--- src/rtl/mem_bus_ctrl.sv ---
// MEM-stage data-bus controller: runs one load/store per instruction as a classic
// Wishbone cycle, stalls the pipeline while it is outstanding, and pulses done_o on completion.
module mem_bus_ctrl #(
  parameter int unsigned TIMEOUT = 255
) (
  input  logic        clk,
  input  logic        rst,
  input  logic        req_i,
  input  logic        we_i,
  input  logic [31:0] addr_i,
  input  logic [31:0] wdata_i,
  input  logic [3:0]  sel_i,
  input  logic        flush_i,
  output logic        stallreq_o,
  output logic        done_o,
  output logic [31:0] rdata_o,
  output logic        err_o,
  output logic        bus_cyc_o,
  output logic        bus_stb_o,
  output logic        bus_we_o,
  output logic [31:0] bus_adr_o,
  output logic [31:0] bus_dat_o,
  output logic [3:0]  bus_sel_o,
  input  logic        bus_ack_i,
  input  logic [31:0] bus_dat_i
);

  localparam int unsigned CNT_W = (TIMEOUT == 0) ? 1 : $clog2(TIMEOUT + 1);
  localparam logic [CNT_W-1:0] CNT_LIMIT = CNT_W'(TIMEOUT);

  typedef enum logic [1:0] {IDLE, BUSY, DONE, DRAIN} state_t;

  state_t           state;
  logic [CNT_W-1:0] cnt;
  logic             tmo_hit;

  // A zero TIMEOUT means the slave is trusted to ack eventually.
  assign tmo_hit = (TIMEOUT != 0) && (cnt == CNT_LIMIT);

  always_ff @(posedge clk or negedge rst) begin
    if (!rst) begin
      state     <= IDLE;
      cnt       <= '0;
      done_o    <= 1'b0;
      rdata_o   <= '0;
      err_o     <= 1'b0;
      bus_cyc_o <= 1'b0;
      bus_stb_o <= 1'b0;
      bus_we_o  <= 1'b0;
      bus_adr_o <= '0;
      bus_dat_o <= '0;
      bus_sel_o <= '0;
    end else begin
      case (state)
        IDLE: begin
          if (req_i && !flush_i) begin
            bus_we_o  <= we_i;
            bus_adr_o <= addr_i;
            bus_dat_o <= wdata_i;
            bus_sel_o <= sel_i;
            bus_cyc_o <= 1'b1;
            bus_stb_o <= 1'b1;
            cnt       <= '0;
            state     <= BUSY;
          end
        end
        BUSY: begin
          if (cnt != '1) cnt <= cnt + CNT_W'(1);
          if (flush_i) begin
            state <= DRAIN;
          end else if (bus_ack_i) begin
            rdata_o   <= bus_we_o ? 32'd0 : bus_dat_i;
            done_o    <= 1'b1;
            err_o     <= 1'b0;
            bus_cyc_o <= 1'b0;
            bus_stb_o <= 1'b0;
            state     <= DONE;
          end else if (tmo_hit) begin
            rdata_o   <= '0;
            done_o    <= 1'b1;
            err_o     <= 1'b1;
            bus_cyc_o <= 1'b0;
            bus_stb_o <= 1'b0;
            state     <= DONE;
          end
        end
        DONE: begin
          done_o <= 1'b0;
          err_o  <= 1'b0;
          state  <= IDLE;
        end
        DRAIN: begin
          // Cancelled access still runs to its ack so the slave is never cut off.
          if (cnt != '1) cnt <= cnt + CNT_W'(1);
          if (bus_ack_i || tmo_hit) begin
            bus_cyc_o <= 1'b0;
            bus_stb_o <= 1'b0;
            state     <= IDLE;
          end
        end
        default: state <= IDLE;
      endcase
    end
  end

  always_comb begin
    stallreq_o = 1'b0;
    case (state)
      IDLE:    stallreq_o = req_i & ~flush_i;
      BUSY:    stallreq_o = 1'b1;
      DONE:    stallreq_o = 1'b0;
      DRAIN:   stallreq_o = req_i;
      default: stallreq_o = 1'b0;
    endcase
  end

endmodule
--- config.mk ---
export PLATFORM = sky130hd
export DESIGN_NAME = mem_bus_ctrl
export DESIGN_NICKNAME = d
export VERILOG_FILES = /design/src/rtl/mem_bus_ctrl.sv
export SDC_FILE = /design/constraint.sdc
export NUM_CORES = 1
export LEC_CHECK = 0
export ABC_CLOCK_PERIOD_IN_PS = 1800
export CORE_AREA = 2 2 112 125
export DETAILED_ROUTE_END_ITERATION = 8
export DIE_AREA = 0 0 114 127
export PLACE_DENSITY_LB_ADDON = 0.25
export SYNTH_ARGS = -nofsm -noshare
export SYNTH_HDL_FRONTEND = slang
export SYNTH_SLANG_ARGS = --single-unit
--- constraint.sdc ---
create_clock -name clk -period 1.8 [get_ports clk]
set_input_delay 0.54 -clock clk [delete_from_list [all_inputs] [get_ports clk]]
set_output_delay 0.54 -clock clk [all_outputs]
set_load 0.02 [all_outputs]
-- Yosys cells after proc, flatten, opt, wreduce, memory -nomap -nowiden
Index checks and enable logic that the tools add are counted.
- mux-type cells: 26
- magnitude comparators: 0
- bitwise gates (word level): 2
- shifts and indexed selects: 0
- reductions and logical operators: 15
- div/mod/pow operators: 0
- eq/ne operators: 11
- $mul: 0
- add/sub/neg operators: 1
- operators with widths (kind ; count):
    two-way mux 32 bit ; 3
    two-way mux 8 bit ; 2
    case mux 8 bit (2 select lines) ; 1
    AND reduction 3 bit ; 4
    two-way mux 1 bit ; 10
    two-way mux 2 bit ; 5
    adder 8 x 1 -> 8 bit, second input constant ; 1
    == test 8 bit, second input constant ; 1
    != test 8 bit, second input constant ; 1
    case mux 2 bit (4 select lines) ; 1
    != test 2 bit, second input constant ; 3
    nonzero test 2 bit ; 3
    AND reduction 5 bit ; 1
    == test 2 bit, second input constant ; 2
    != test 4 bit, second input constant ; 1
    case mux 1 bit (2 select lines) ; 2
    case mux 1 bit (4 select lines) ; 1
    != test 3 bit, second input constant ; 1
    case mux 1 bit (3 select lines) ; 1
    nonzero test 3 bit ; 1
    == test 2 x 1 -> 1 bit, second input constant ; 1
    logical NOT 2 bit ; 1
    != test 2 x 1 -> 1 bit, second input constant ; 1
    AND reduction 2 bit ; 1
    6 further kinds ; 6
- latch bits: 0
- logic and storage cells: 65
- register bits: 114
- memory bits (writable): 0
- input bits: 106
- bits in read-only memories: 0
- memories kept: 0

-- Longest topological paths before layout
- depth in word-level cells: 5
- gate-level depth with buffers: 5
- gate-level depth less buffers: 4

-- Worst setup path before layout
No wires, ideal clock.
- path kind: input -> register
- start: input flush_i
- end: register bus_adr_o[14]
- stages on the path: 5
- setup slack: -0.045 ns
- required time: 1.675 ns
- data arrival time: 1.720 ns
- cells stage by stage: or3b_1 buf_2 nor2_8 buf_6 mux2_2
- word-level cells in the longest chain between the ends: 3
- RTL lines (item ; RTL line ; source):
    start, declared ; 13 ; input logic flush_i,
    logical NOT 1 bit ; 56 ; if (req_i && !flush_i) begin
    logical AND 1 bit ; 56 ;
    AND reduction 2 bit (no line) ; - ;
    end signal, assigned ; 58 ; bus_adr_o <= addr_i;
    end, declared ; 21 ; output logic [31:0] bus_adr_o,
Every way passes these cells.
A chain may end at the register's enable or synchronous reset.

-- Worst setup path after layout
- start: register state[1]
- end: output stallreq_o
- word-level cells in the longest chain between the ends: 2
- elaborated cells between the ends (all ways): 5
- RTL lines (item ; RTL line ; source):
    start, declared ; 33 ; state_t state;
    start signal, assigned ; 42 ; state <= IDLE;
    start signal, assigned ; 64 ; state <= BUSY;
    start signal, assigned ; 70 ; state <= DRAIN;
    == test 2 bit (tied with other cells) ; 108 ; case (state)
    case mux 1 bit (4 select lines) (*) ; 108 ;
    end, declared ; 14 ; output logic stallreq_o,
Every way passes the cells marked *; elsewhere a longest branch is shown, timed or not.

==> reports/qor.yml <==
critical_path:
  crit_type: "register to primary output"
  cp_max_fo: 4
  critPathMaxStageDelay_ps: 410
  cp-end-kind: "primary output"
  crit_chain: "nor2_2 > o21ai_2 > nand2_2 > buf_6"
  path_buf_inv: 1
  slowest_stage: "dfrtp_1"
  cp.arrival_ps: 1220
  critical-path-top-delay-family: "flip-flops"
  worstReg2RegStart: "state[1]$_DFFE_PN0P_"
  setup.worst_path.start: "state[1]$_DFFE_PN0P_"
  cp.required_ps: 1260
  r2r_slack_ps: 80
  cp-start-kind: "register"
synth:
  synth.net_count: 503
  syn-instance-count: 396
  synth_flop_cell: "dfrtp_1"
  yosysWarnings: 0
  avgSynthCellArea_um2: 12.7
  netlist_area_um2: 5030
  synth.distinct_cells: 40
  ys_seq_elements: 114
  ys_seq_area_share_pct: 56.7
  synth-edff-count: 0
  async_reset_ff_share_pct: 100
die:
  dieArea_um2: 14500
  dieWidth_um: 114
  io_pins: 212
  dieHeight_um: 127
  initial_core_util_pct: 38.4
  rows: 44
  core_um2: 13100
sta:
  hold_viol_final: 0
  grt_setup_unrepaired: "true"
  maxSlewHeadroom_pct: 59.2
  period_needed_ps: 1760
  layout_setup_ws_ps: 40.3
  tightest_slew_ps: 612
  setup_tns_ps: 0
  skew_ps: 9.42
  slew_viol_final: 0
  layout_worst_path_cycle_share_pct: 97.8
  max_freq_mhz: 568
  setup_viol: 0
cts:
  cts_buffer_depth: 2
  clkSinkCount: 114
  cts_buffers: 17
  htree_levels: 4
  clk_latency_ps: 410
  ctsRootBufferMaster: "clkbuf_16"
  clk_pin_slew_ps: 50
  cts_tree: "built"
final_layout:
  layout_common_cells: "114 x dfrtp_1, 106 x dlygate4sd2_1, 102 x clkdlybuf4s50_1, 60 x mux2_2, 35 x o211ai_1"
  synthToLayoutAreaGrowth_pct: 60.0
  design_area_um2: 8050
  drive_above_1_share_pct: 21.1
  fillers: 1121
  final_common_cell: "dfrtp_1"
  nets: 733
  diodes: 0
global_routing:
  grt_max_degree: 68
  grt-busiest-layer: "met2"
  groute.layer.met1.usage_pct: 23.6
  grt_overflow: 0
  antenna_found_initial: 0
  grt_pass1_vias: 4429
  grt_first_pass_wirelength_mm: 22.5
  grt_util_met2_pct: 32.9
  grt_usage_pct: 19.9
  met3_usage_pct: 6.55
pwr:
  clkPwrFrac_pct: 24.4
  power_switching_mw: 5.14
  p_comb_share_pct: 43.4
  swShare_pct: 36.5
  p_int_mw: 8.94
  power_frac_seq_pct: 32.2
  ir_drop_mv: 0.934
  p_leak_nw: 3.62
  powerDensity_nw_per_um2: 1750
routing:
  num_vias: 4072
  dr.pass1.iters: 5
  drc_errors: 0
  wirelength_mm: 13.9
  ant_nets: 0
  drt-initial-drc-count: 229
  vias_per_cell: 5.09
  wire_per_inst_um: 17.4
placement:
  dpl_cell_area_um2: 7400
  place_hpwl_mm: 9.67
  dp_slack_ps: -689
  gp_congestion: 0.792
  port_buffers: 211
flow_run:
  drv_cap: 0
run_status:
  status: "finished clean"
worst_hold_path:
  hold_path.class: "input pin to async pin"
==> worst register-to-register path: stages (launching register included) <==
cell	delay, ps
dfrtp_1	410
or3b_4	420
nor2_8	130
buf_12	140
buf_4	160
mux2_2	340
==> cells in the mapped netlist (all sizes together), types with 3 or more instances <==
| cell type | count | area [µm²] |
|---|---|---|
| a21oi | 3 | 15.0 |
| a31oi | 5 | 31.3 |
| and4 | 3 | 26.3 |
| buf | 16 | 126 |
| clkbuf | 12 | 45.0 |
| dfrtp | 114 | 2850 |
| inv | 34 | 128 |
| mux2 | 69 | 777 |
| nand2 | 4 | 15.0 |
| nand2b | 32 | 200 |
| nand4b | 32 | 280 |
| nor2 | 3 | 27.5 |
| o211ai | 35 | 263 |
| o21ai | 6 | 30.0 |
==> power by group through the flow <==
stage | combinational [mW] | sequential [mW] | clock [mW]
4_1_cts | 6.14 | 4.54 | 3.50
5_1_grt | 6.55 | 4.72 | 3.65
2_1_floorplan | 2.09 | 5.98 | 0
6_report | 6.10 | 4.54 | 3.44
3_3_place_gp | 6.66 | 4.52 | 0
3_5_place_dp | 6.80 | 4.61 | 0
==> what timing repair did <==
| action | 4_1_cts | 5_1_grt |
|---|---|---|
| endpoints found under the setup margin | 176 | 12 |
| endpoints found under the hold margin | 0 | 0 |
| gates cloned | 3 | 0 |
| buffers inserted | 6 | 1 |
| resized for setup | 119 | 8 |
| pin swaps | 2 | 1 |
| hold buffers | 0 | 0 |
==> metal layers <==
| metal | vias to the layer above | wire [µm] |
|---|---|---|
| met3 | 22 | 976 |
| met4 | 0 | 369 |
| met5 | - | 0 |
| met1 | 2004 | 5640 |
| met2 | 159 | 6910 |
| li1 | 1887 | - |
==> flip-flops by register name (all words and copies together), names as in the netlist <==
name and count:
bus_adr_o 32, rdata_o 32, bus_stb_o 1, done_o 1, state 2, bus_we_o 1, cnt 8, err_o 1
bus_dat_o 32, bus_sel_o 4
==> per-stage QoR <==
step                      instances  total power, mW  hold WS (ps)  util, %
after floorplan                 396             8.06           244        -
final                           800             14.1           121     61.4
after CTS                       800             14.2           143     61.4
after global placement          759             11.2           468     56.5
after detailed placement        759             11.4           476     56.5
after global routing            800             14.9           153     61.4
==> logic make-up (layout without fill, tap and decap cells) <==
kind of cell	after synthesis	after routing	share of synthesized area (%)
fa+ha+maj	1	1	0.249
flops	114	114	56.7
simple gates	89	89	12.9
compound gates	59	59	8.43
buf+inv	62	305	5.94
mux	71	71	15.8
==> cell type report <==
type	instances	area [µm²]	area share (%)
Sequential cell	114	2850	35.4
Multi-Input combinational cell	220	1910	23.8
Clock buffer	21	480	5.97
Inverter	34	128	1.59
Tap cell	161	201	2.50
Clock inverter	11	133	1.65
Timing Repair Buffer	239	2340	29.1
==> final timing paths <==
check,end,depth (start not counted)
worst max-delay path,stallreq_o,4
worst min-delay path,rdata_o[30]$_DFFE_PN0P_,2
worst max register to register,bus_adr_o[17]$_DFFE_PN0P_,5
worst min register to register,bus_adr_o[12]$_DFFE_PN0P_,1
max in group asynchronous,bus_dat_o[4]$_DFFE_PN0P_,2
min in group clk,bus_adr_o[12]$_DFFE_PN0P_,1
No activity file was read; power rests on OpenSTA's default activity.
